===== src/rtl/line_clearer.sv =====
// line_clearer: post-lock line-clear engine; scans bottom-up, collapses full rows, counts lines.
// Package game_state_pkg holds the playfield type shared with the executioner.
// Ports: game_clk, reset (sync, active-high), start, GAME_fixed_state in;
//        GAME_cleared_state, clearing_line, done, lines_this_pass, lines_total out;
//        score out only when LINE_CLEARER_SCORE_EN is defined.
package game_state_pkg;
  localparam int ROWS = 20;
  localparam int COLS = 10;
  typedef struct packed {
    logic [ROWS-1:0][COLS-1:0] screen;
  } game_state_t;
  localparam game_state_t blank_game_state = '0;
endpackage

module line_clearer #(
  parameter int ROWS = game_state_pkg::ROWS,
  parameter int COLS = game_state_pkg::COLS,
  parameter int TOTAL_W = 16,
  localparam int CW = $clog2(ROWS + 1),
  localparam int RW = $clog2(ROWS)
) (
  input  logic                        game_clk,
  input  logic                        reset,
  input  logic                        start,
  input  game_state_pkg::game_state_t GAME_fixed_state,
  output game_state_pkg::game_state_t GAME_cleared_state,
  output logic                        clearing_line,
  output logic                        done,
  output logic [CW-1:0]               lines_this_pass,
  output logic [TOTAL_W-1:0]          lines_total
`ifdef LINE_CLEARER_SCORE_EN
  ,
  output logic [31:0]                 score
`endif
);
  typedef enum logic [1:0] {IDLE, SCAN, SHIFT, DONE} state_t;
  state_t state_q;
  logic [ROWS-1:0][COLS-1:0] buf_q, shift_d;
  logic [RW-1:0] row_q;
  logic row_full;
  assign row_full = &buf_q[row_q];
  // Rows at or above row_q drop by one, row 0 empties, rows below row_q stay put.
  for (genvar r = 0; r < ROWS; r++) begin : g_shift
    if (r == 0) begin : g_top
      assign shift_d[r] = (RW'(r) > row_q) ? buf_q[r] : '0;
    end else begin : g_rest
      assign shift_d[r] = (RW'(r) > row_q) ? buf_q[r] : buf_q[r-1];
    end
  end
  always_ff @(posedge game_clk) begin
    if (reset) begin
      state_q            <= IDLE;
      buf_q              <= '0;
      row_q              <= '0;
      clearing_line      <= 1'b0;
      done               <= 1'b0;
      lines_this_pass    <= '0;
      lines_total        <= '0;
      GAME_cleared_state <= game_state_pkg::blank_game_state;
    end else begin
      done <= 1'b0;
      case (state_q)
        IDLE: if (start) begin
          buf_q           <= GAME_fixed_state.screen;
          row_q           <= RW'(ROWS - 1);
          lines_this_pass <= '0;
          clearing_line   <= 1'b1;
          state_q         <= SCAN;
        end
        SCAN: if (row_full) begin
          state_q <= SHIFT;
        end else if (row_q == '0) begin
          GAME_cleared_state.screen <= buf_q;
          done                      <= 1'b1;
          state_q                   <= DONE;
        end else begin
          row_q <= row_q - 1'b1;
        end
        SHIFT: begin
          buf_q           <= shift_d;
          lines_this_pass <= lines_this_pass + 1'b1;
          lines_total     <= lines_total + 1'b1;
          state_q         <= SCAN;
        end
        DONE: begin
          clearing_line <= 1'b0;
          state_q       <= IDLE;
        end
        default: state_q <= IDLE;
      endcase
    end
  end
`ifdef LINE_CLEARER_SCORE_EN
  logic [31:0] pts;
  logic [32:0] sum;
  always_comb begin
    pts = (lines_this_pass == CW'(0)) ? 32'd0 :
          (lines_this_pass == CW'(1)) ? 32'd40 :
          (lines_this_pass == CW'(2)) ? 32'd100 :
          (lines_this_pass == CW'(3)) ? 32'd300 : 32'd1200;
    sum = {1'b0, score} + {1'b0, pts};
  end
  // Awarded on the edge that enters DONE so score is current alongside done.
  always_ff @(posedge game_clk) begin
    if (reset) score <= '0;
    else if (state_q == SCAN && !row_full && row_q == '0) score <= sum[32] ? '1 : sum[31:0];
  end
`endif
endmodule


===== config.mk =====
export PLATFORM = sky130hd
export DESIGN_NAME = line_clearer
export DESIGN_NICKNAME = d
export VERILOG_FILES = /design/src/rtl/line_clearer.sv
export SDC_FILE = /design/constraint.sdc
export NUM_CORES = 1
export LEC_CHECK = 0
export ABC_CLOCK_PERIOD_IN_PS = 3100
export BUFFER_PORTS_ARGS = -buffer_cell sky130_fd_sc_hd__buf_2
export CAP_MARGIN = 30
export CORE_MARGIN = 8
export CORE_UTILIZATION = 54
export DETAILED_ROUTE_END_ITERATION = 7
export PLACE_DENSITY = 0.81
export SLEW_MARGIN = 20
export SYNTH_ARGS = -nofsm -noshare
export SYNTH_HDL_FRONTEND = slang
export SYNTH_SLANG_ARGS = --single-unit

===== constraint.sdc =====
create_clock -name game_clk -period 3.1 [get_ports game_clk]
set_clock_uncertainty 0.15 [all_clocks]
set_input_delay 0.62 -clock game_clk [delete_from_list [all_inputs] [get_ports game_clk]]
set_output_delay 0.62 -clock game_clk [all_outputs]
set_load 0.005 [all_outputs]

==> impl_results.md <==
- Die ar.: 40900 um2
- Fmax achieved: 0.316 GHz
- Initial Util: 0.545
- Cells after synthesis: 2102
- VDD IR-drop max: 0.000420 V
- Pre-Repair DR Iteration Count: 5
- NumNets Final: 2712
- #FFs+latches synth: 430
- Core Rows: 68
- Fill cells: ~2600
- Register area: 8610 um2
- Area after DPL: 21600 um2
- Hold-fix buffers, CTS: 0
- Final Hold Viols: 0
- Vias: 18300
- Final Max Slew Viols: 0
- Core area: 34400 um2
- Vias in the first global route: 17900
- Data required time of the worst path: roughly 3.4 ns
- Synthesized area per cell: about 8.9 um2
- Met1 wire length: 26900 um
- Hpwl dp: 48700 um
- Initial antenna violation count: 1
- Critical path type: reg2reg
- Largest net degree at the start of global routing: 80
- Worst-margin pin slew: around 0.87 ns
- Final setup margin: -0.0621 ns
- Share of cells above drive strength 1: 0.281
- Post-synth EDFFs: 0
- TritonCTS Buffers: 46
- GRT Resource Usage Total: 0.309
- PD cells: 657 nW/um2
- Biggest area consumer among synthesized cells: dfxtp_1
- Slew headroom: 0.419
- Drt total wl: 68900 um
- Clk buf depth: 3
- Total grt overflow: 0
- Synth top area share: 0.460
- Syn. warnings: 0
- Drt wl/cell: 23.0 um
- Area Overhead vs Synth: 27.8%
- Failing checks: setup timing
- Worst slack, placed: -0.0806 ns
- Design area: 23900 um2
- Met3 wire len: 7390 um
- Min Tclk post-route: 3.16 ns
- DR vias/cell: 6.10
- Chip width: 202 um
- First-pass GRT wire length: 102000 um
- Total of max-cap violations: 0
- CTS root buf: clkbuf_16
- Most used DFF post-synth: dfxtp_1
- Sink Count: 430
- Total power: 0.0157 W
- Critical Path AT: about 3.4 ns
- Synth cell types: 46
- CTS tree: yes
- Clk_lat worst skew: 0.56 ns
- DR iter-0 viols: 2088
- Footprint of the multi-input gates: 9460 um2
- Top layer in use: met4
- Area contributors post-synth: dfxtp_1, mux2i_1, a311oi_1, nor2_1, nand2_1
- Crit path max fanout: 22
- Setup crit end kind: register
- Post-synthesis sequential area ratio: 0.460
- Synth async-reset ratio: 0
- Crit start category: register
- Die H: between 200 and 250 um
- Final RePlAce weighted congestion: 0.915
- DRC: 0
- Outcome: finished with violations
- Count of input and output buffers: 425
- P_leak: 10.0 nW
- CTS H-tree depth: 2
- Post-synth net total: about 2300
- Mapped cell area: 18700 um2
- Final setup vio count: 24
- Clk slew on worst S/H paths: 0.07 ns
- Fin crit share: 1.02
- WL met2: 31300 um
- Ports: ~430
- RSZ-0062 raised after global routing: true
- Hold WC Path Type: in2reg
- Post-DRT Antenna Nets: 0
## area by class of cell
class / instances / share of cell area
Antenna cell: 2 / 0.000209
Inverter: 4 / 0.000627
Tap cell: 455 / 0.0238
Clock inverter: 24 / 0.0154
Timing Repair Buffer: 535 / 0.147
Clock buffer: 62 / 0.0575
Multi-Input combinational cell: 1486 / 0.395
Sequential cell: 430 / 0.360
## final timing paths
| path | slack [ns] | to | start | cells past startpoint |
|---|---|---|---|---|
| max | -0.06 | GAME_cleared_state[122] | row_q[0] | 12 |
| min reg2reg | 0.34 | GAME_cleared_state[31] | GAME_cleared_state[31] | 2 |
| max reg2reg | -0.06 | GAME_cleared_state[122] | row_q[0] | 12 |
| min | 0.17 | buf_q[6] | GAME_fixed_state[6] | 3 |
## per-layer routing
layer  GRT usage  up-vias
li1            -     8152
met1       0.406     8699
met2       0.483     1205
met3      0.0644      223
met4       0.147        0
met5           0        -
## kinds of logic after synthesis
kind of cell    Yosys count  synth area share
flops                   430             0.460
compound gates          276             0.120
buf+inv                 186            0.0480
mux                     273             0.171
fa+ha+maj                 6           0.00401
simple gates            917             0.190
xor+xnor                 14           0.00655
## repair_timing
item | in CTS | in global routing
gates cloned | 0 | 8
endpoints found under the setup margin | 188 | 200
resized for setup | 12 | 51
pin swaps | 3 | 8
setup buffers | 0 | 15
## worst max-delay path, stage by stage (launching register included)
cell and delay, ns:
dfxtp_4 0.40, buf_6 0.13, clkbuf_16 0.16, buf_8 0.13
mux4_2 0.53, mux2_4 0.30, o22ai_4 0.12, nor4_4 0.08
a21oi_4 0.27, buf_12 0.20, buf_16 0.20, mux2i_1 0.25
nor2_1 0.07
## stage by stage
step            util  cells  hold WS (ns)  setup TNS [ns]
6_report       0.696   2998         0.175          -0.352
5_1_grt        0.696   2996         0.174           -9.54
4_1_cts        0.680   2974         0.159               0
3_5_place_dp   0.627   2888         0.321           -2.17
3_3_place_gp   0.627   2888         0.314           -1.00
2_1_floorplan      -   2102         0.322               0
## cells in the final DEF, fill, tap and decap left out, types with 8 or more instances in the layout
cell type / instances
clkbuf_16: 57
mux2i_2: 9
buf_4: 69
mux2i_1: 214
a22oi_1: 11
a21oi_1: 13
o21ai_1: 11
buf_12: 22
xor2_1: 9
dfxtp_1: 428
buf_2: 424
nor2_1: 443
nand2_1: 420
clkbuf_8: 10
clkinv_2: 9
mux4_2: 37
nand3_1: 12
bufinv_16: 9
a311oi_1: 192
mux2_2: 8
## sequential cells by signal (all words and copies together) (netlist names)
signal,flops
buf_q,200
done,1
lines_total,16
row_q,5
state_q,2
clearing_line,1
GAME_cleared_state,200
lines_this_pass,5
## power by group
| part | total (W) | leakage, nW | internal, W | switching (W) |
|---|---|---|---|---|
| registers | 0.00656 | 3.51 | 0.00596 | 0.000599 |
| logic | 0.00294 | 5.63 | 0.00133 | 0.00161 |
| clock network | 0.00622 | 0.861 | 0.00388 | 0.00234 |
| total | 0.0157 | 10.0 | 0.0112 | 0.00455 |
## synth_stat cells, types with 6 or more instances
cell type  count
mux2i_1      227
nand2b_1       6
xor2_1         9
a22oi_1       11
a211oi_1       6
a311oi_1     192
nor2_1       443
nor3_1         7
buf_2         13
buf_6         23
mux2_2         9
dfxtp_1      430
a21oi_1       16
nand2_1      421
mux4_2        37
ha_1           6
clkbuf_1     142
nor2b_1        7
nand3_1       12
o21ai_0       16
Power figures use the tool's default switching activity.
